### src/rtl/pending_enc_pkg.sv
// Shared sizes, priority-mode selectors and the popcount helper for the
// pending request encoder.
package pending_enc_pkg;

    localparam int N_IN       = 8;
    localparam int IDX_W      = $clog2(N_IN);
    localparam int CNT_W      = IDX_W + 1;

    localparam int PRIO_FIXED = 0;
    localparam int PRIO_RR    = 1;

    function automatic logic [CNT_W-1:0] popcount8(input logic [N_IN-1:0] vec);
        logic [CNT_W-1:0] cnt;
        cnt = '0;
        for (int i = 0; i < N_IN; i++) begin
            cnt = cnt + CNT_W'(vec[i]);
        end
        return cnt;
    endfunction

endpackage

### src/rtl/pending_encoder_8to3_prio_enc8.sv
// Combinational 8-input priority encoder; MSB_FIRST picks the highest set bit,
// otherwise the lowest. idx reads 0 when no bit is set.
module prio_enc8
    import pending_enc_pkg::*;
#(
    parameter bit MSB_FIRST = 1'b1
) (
    input  logic [N_IN-1:0]  vec,
    output logic             valid,
    output logic [IDX_W-1:0] idx
);

    // NOTE: every output gets a default before the search loop so no latch is inferred.
    always_comb begin
        valid = |vec;
        idx   = '0;
        if (MSB_FIRST) begin
            // Ascending scan: the last hit is the highest set bit.
            for (int i = 0; i < N_IN; i++) begin
                if (vec[i]) idx = IDX_W'(i);
            end
        end else begin
            for (int i = N_IN - 1; i >= 0; i--) begin
                if (vec[i]) idx = IDX_W'(i);
            end
        end
    end

endmodule

### src/rtl/pending_encoder_8to3.sv
// Sticky pending register for 8 request lines; presents the selected pending
// index over valid/ready and clears that bit when it is accepted.
module pending_encoder_8to3
    import pending_enc_pkg::*;
#(
    parameter int ROUND_ROBIN = PRIO_FIXED
) (
    input  logic             clk,
    input  logic             rst,
    input  logic [N_IN-1:0]  req,
    input  logic             out_ready,
    output logic             out_valid,
    output logic [IDX_W-1:0] out_idx,
    output logic [N_IN-1:0]  pending,
    output logic [CNT_W-1:0] pend_cnt,
    output logic             overflow
);

    logic            accept;
    logic [N_IN-1:0] clr;
    logic [N_IN-1:0] pending_next;
    logic            overflow_next;

    generate
        if (ROUND_ROBIN == PRIO_RR) begin : g_rr
            logic [IDX_W-1:0] rr_ptr;
            logic [N_IN-1:0]  masked;
            logic             m_valid;
            logic [IDX_W-1:0] m_idx;
            logic [IDX_W-1:0] u_idx;

            // Bits at or above the pointer win; the unmasked search covers the wrap.
            assign masked = pending & ({N_IN{1'b1}} << rr_ptr);

            prio_enc8 #(.MSB_FIRST(1'b0)) u_masked (
                .vec   (masked),
                .valid (m_valid),
                .idx   (m_idx)
            );

            prio_enc8 #(.MSB_FIRST(1'b0)) u_fallback (
                .vec   (pending),
                .valid (out_valid),
                .idx   (u_idx)
            );

            assign out_idx = m_valid ? m_idx : u_idx;

            always_ff @(posedge clk or posedge rst) begin
                if (rst) begin
                    rr_ptr <= '0;
                end else if (accept) begin
                    rr_ptr <= out_idx + IDX_W'(1);
                end
            end
        end else begin : g_fixed
            prio_enc8 #(.MSB_FIRST(1'b1)) u_fixed (
                .vec   (pending),
                .valid (out_valid),
                .idx   (out_idx)
            );
        end
    endgenerate

    assign accept        = out_valid & out_ready;
    assign clr           = accept ? (N_IN'(1) << out_idx) : '0;
    // A request landing on the bit being cleared keeps it set and is not an overflow.
    assign pending_next  = (pending & ~clr) | req;
    assign overflow_next = |(req & pending & ~clr);
    assign pend_cnt      = popcount8(pending);

    // NOTE: state registers use non-blocking assignments so all flops update together.
    always_ff @(posedge clk or posedge rst) begin
        if (rst) begin
            pending  <= '0;
            overflow <= 1'b0;
        end else begin
            pending  <= pending_next;
            overflow <= overflow_next;
        end
    end

endmodule

### config.mk
export PLATFORM = sky130hd
export DESIGN_NAME = pending_encoder_8to3
export DESIGN_NICKNAME = d
export VERILOG_FILES = /design/src/rtl/pending_enc_pkg.sv /design/src/rtl/pending_encoder_8to3_prio_enc8.sv /design/src/rtl/pending_encoder_8to3.sv
export SDC_FILE = /design/constraint.sdc
export NUM_CORES = 1
export LEC_CHECK = 0
export CORE_ASPECT_RATIO = 0.75
export CORE_MARGIN = 3
export CORE_UTILIZATION = 40
export CTS_BUF_LIST = sky130_fd_sc_hd__clkbuf_2
export DETAILED_ROUTE_END_ITERATION = 6
export PLACE_DENSITY = 0.87
export SLEW_MARGIN = 10
export SYNTH_ARGS = -nofsm -noshare
export SYNTH_HDL_FRONTEND = slang
export SYNTH_HIERARCHICAL = 1
export SYNTH_SLANG_ARGS = --single-unit
### constraint.sdc
create_clock -name clk -period 2.8 [get_ports clk]
set_input_delay 0.42 -clock clk [delete_from_list [all_inputs] [get_ports clk]]
set_output_delay 0.42 -clock clk [all_outputs]
set_load 0.02 [all_outputs]
======== Word level (Yosys, flattened, before mapping) ========
Index checks and enable logic that the tools add are counted.
storage, ports and cells
  word-level logic and storage cells ...... 26
  output and inout bits ................... 17
  flip-flop bits (word level) ............. 9
operators by class
  add/sub/neg operators ................... 7
  bitwise logic cells ..................... 6
  reduce and logical (&&, ||, !) cells .... 2
  multiplexer cells ....................... 8
  shift operators ......................... 1
operators by type and width
  cell                                                               number
  8-bit AND                                                          3
  4-bit by 1-bit adder with 4-bit output                             4
  8-bit OR reduction                                                 2
  3-bit two-way mux                                                  4
  8-bit two-way mux                                                  1
  8-bit inverter                                                     1
  8-bit OR                                                           1
  1-bit by 3-bit left shift with 8-bit output, first input constant  1
  3-bit by 1-bit adder with 4-bit output                             1
  2-bit two-way mux                                                  2
  2-bit by 1-bit adder with 3-bit output                             1
  1-bit by 1-bit adder with 2-bit output                             1
  1-bit AND                                                          1
  1-bit two-way mux                                                  1

======== Longest topological paths before layout ========
  depth in word-level cells ............... 12
  mapped depth ............................ 9

======== Hierarchy ========
The synthesis kept the hierarchy.
by module, submodules not included
  module                instances  cells an instance  area an instance (um^2)
  pending_encoder_8to3  1          70                 641.9
  prio_enc8             1          12                 66.3

======== Worst setup path after synthesis ========
Ideal clock, no wire load.
  path type ............................... reg-to-output
  start ................................... register pending[0]
  end ..................................... output pend_cnt[2]
  path slack .............................. -593 ps
  buffers on the path ..................... 0
  cell stages (with the launch flop) ...... 10
  data arrival time ....................... 2973 ps
  cell sequence ........................... dfrtp_1 inv_1 fa_1 fa_1 fa_1 inv_1 ha_1 inv_1 fa_1 xnor2_1
between the ends
  cells in the longest elaborated chain, start to end .. 7
RTL lines
  item                                                 line                        RTL
  from (decl)                                          pending_encoder_8to3.sv:14  output logic [N_IN-1:0] pending,
  from (signal assigned)                               pending_encoder_8to3.sv:78  pending <= pending_next;
  1-bit by 1-bit adder with 2-bit output               pending_enc_pkg.sv:16       cnt = cnt + CNT_W'(vec[i]);
  2-bit by 1-bit adder with 3-bit output               pending_enc_pkg.sv:16
  3-bit by 1-bit adder with 4-bit output               pending_enc_pkg.sv:16
  4-bit by 1-bit adder with 4-bit output (4 in a row)  pending_enc_pkg.sv:16
  to (decl)                                            pending_encoder_8to3.sv:15  output logic [CNT_W-1:0] pend_cnt,
Every way passes these cells.

======== Final worst setup path ========
Same ends and word-level chain as after synthesis.

==> results.md <==
- Max transition margin: 47.01%
- Pwr per Cell Area: 329.6 mW/mm^2
- Vias per std cell: 5.153
- ANT cells: 0
- Final Critical Period: 3.452 ns
- FMAX: 289.7 MHz
- Die area: 0.002317 mm^2
- Largest net degree at the start of global routing: 10
- Port buffer count: 27
- Post-DRT Antenna Nets: 0
- Final setup viols: 4
- CP Capture Type: output port
- Cell row count: 12
- Synth Instances: 82
- Drt total wl: 1993 um
- Yosys reg bits: 9
- Cell taking the most area after synthesis: dfrtp_1
- Tightest Hold Check Type: primary input to async pin
- Sequential area share after synthesis: 31.80%
- Met3 Usage GRT: 3.559%
- Syn nets: 100
- Iter 0 DRT Violations: 15
- Filler-free cell count of the finished design: 144
- Crit-path cells: inv_2 > fa_1 > fa_1 > fa_1 > inv_2 > ha_4 > inv_2 > fa_2 > xnor2_4 > buf_6
- Vias post-DR: 742
- CP startpoint kind: flip-flop
- Fin Setup TNS: -1.889 ns
- H-tree Lvls: 1
- Highest-delay cell along the critical path: fa_1
- GRT Max-Usage Layer: met2
- Layout cell share with drive strength beyond 1: 29.27%
- Net count, final: 142
- Leak: 0.5472 nW
- Tightest Pin Transition: 0.7881 ns
- GRT Overall Usage: 19.07%
- DRC: 0
- Inst Count DP: 138
- Hold Buf Count CTS: 0
- First-pass GRT wire length: 3215 um
- Core box area: 0.001577 mm^2
- Met1 usage: 23.14%
- Placer congestion estimate: 0.8947
- Global route overflow: 0
- Total power: 0.3786 mW
- Critical Path Fanout Max: 2
- CP peak stage delay: 0.55 ns
- WS Path Type: flip-flop to output port
- Worst Skew: 0.01706 ns
- Design area: 0.001149 mm^2
- Period utilization: 123.3%
- VDD IR max: 0.2622 mV
- Area Growth Syn to Fin: 62.19%
- Cell area after synthesis: 708.2 um^2
- CTS Buffer Depth: 2
- Die span in y: 42.44 um
- DR pass1 iterations: 4
- Failing checks: setup timing
- WL/cell: 13.84 um
- Vias in the first global route: 756
- Top Ports: 28
- Clock Latency Late Sink: 0.25 ns
- Status: complete, but fails checks
- Detailed placement HPWL: 1585 um
- Effective utilization at floorplan: 44.92%
- Slew Limit Fails: 0
- Setup WS post-layout: -0.6521 ns
- Ys Warns: 6
- Cell variety after synth: 23
- Placed instance area: 0.001092 mm^2
- Required @ worst endpoint: 2.38 ns
- CTS tree: yes
- Chip width: 54.59 um
- Number of CTS-inserted buffers: 3
- Max-cap viol count: 0
- Top area cells in the synthesized netlist: dfrtp_1, fa_1, inv_1, a21o_1, ha_1
- Initial antenna violation count: 0
- Final hold violations: 0
- CP arrival: 3.03 ns
- M2 GR Usage: 33.02%
- RSZ-0062 raised after global routing: yes
- Commonest cells after routing, fill and taps aside: clkdlybuf4s50_1, inv_1, buf_4, nand2_1, a21o_1
- Clk slew on worst S/H paths: 0.10 ns
- Synth top area share: 31.80%
- Clock root buffer: clkbuf_2
- Synth Area per Inst: 8.636 um^2
- Num Clock Sinks: 9
- Most common cell after layout, fill and taps aside: clkdlybuf4s50_1
-- cell type report --
type                    instances  area, um^2
clock buffers                   4       20.02
fillers                       120       427.9
inverters                      17       63.81
multi-input cells              56       459.2
flip-flops and latches          9       229.0
well taps                      21       26.28
repair buffers                 37       350.3
-- cell usage after synthesis --
| library cell | n |
|---|---|
| o31ai_1 | 1 |
| ha_1 | 3 |
| a21o_1 | 7 |
| a21oi_1 | 6 |
| xnor2_1 | 1 |
| and3b_1 | 2 |
| a31oi_1 | 3 |
| o31ai_2 | 1 |
| or2_1 | 1 |
| and3_1 | 1 |
| nor3b_4 | 1 |
| nand3_1 | 6 |
| nand4_1 | 2 |
| a21oi_2 | 1 |
| and2b_4 | 1 |
| nor2b_1 | 1 |
| dfrtp_1 | 9 |
| nand2_1 | 9 |
| inv_2 | 1 |
| nor4_1 | 1 |
| fa_1 | 4 |
| nor2_1 | 4 |
| inv_1 | 16 |
-- layer usage --
layer | vias up | part of all wire (%)
li1 | 354 | -
met1 | 355 | 42
met2 | 31 | 50
met3 | 2 | 6.4
met4 | 0 | 1.4
met5 | - | 0
-- what timing repair did --
item,CTS,global route
pin swaps,1,1
gates resized for setup,29,1
setup buffers,2,1
endpoints found under the setup margin,4,4
-- sequential cells by signal, summed over array words and instances (netlist names) --
| name | count |
|---|---|
| overflow | 1 |
| pending | 8 |
-- power by group --
group          internal [mW]  switching (mW)  leakage (nW)
logic                 0.0848          0.0765         0.450
clock network         0.0379          0.0450        0.0166
registers              0.133         0.00174        0.0802
-- path summary, 6_finish.rpt --
path / depth (start not counted) / slack (ns) / endpoint / from
worst max-delay path: 10 / -0.65 / pend_cnt[2] / pending[0]
worst min-delay path: 2 / 0.43 / pending[7] / rst
worst max register to register: 6 / 0.64 / overflow / pending[2]
worst min register to register: 2 / 0.62 / pending[1] / pending[1]
max in group asynchronous: 2 / 2.06 / pending[3] / rst
min in group clk: 2 / 0.62 / pending[1] / pending[1]
-- cells by family after synthesis --
group                    count (synthesis)  share of synthesized area, %
flip-flops                               9                         31.80
AO/OA/AOI/OAI                           19                         18.38
XOR/XNOR                                 1                         1.237
adder cells (fa/ha/maj)                  7                         16.61
AND/OR/NAND/NOR                         29                         22.97
buffers and inverters                   17                         9.010
-- critical path, delay by kind of cell (launching register included) --
kind / cells / cell delay (ns)
XOR/XNOR: 1 / 0.18
adder cells (fa/ha/maj): 5 / 1.95
buffers and inverters: 4 / 0.29
flip-flops: 1 / 0.37
-- through the flow --
stage	utilization, %	hold slack, ns	setup slack [ns]
2_1_floorplan	-	0.2477	-0.3541
3_3_place_gp	69.29	0.5921	-0.7993
3_5_place_dp	69.29	0.5978	-0.8935
4_1_cts	72.86	0.4347	-0.6704
5_1_grt	72.86	0.4757	-0.7439
6_report	72.86	0.4282	-0.6521
Note: power is estimated with default switching activity, not from simulation.
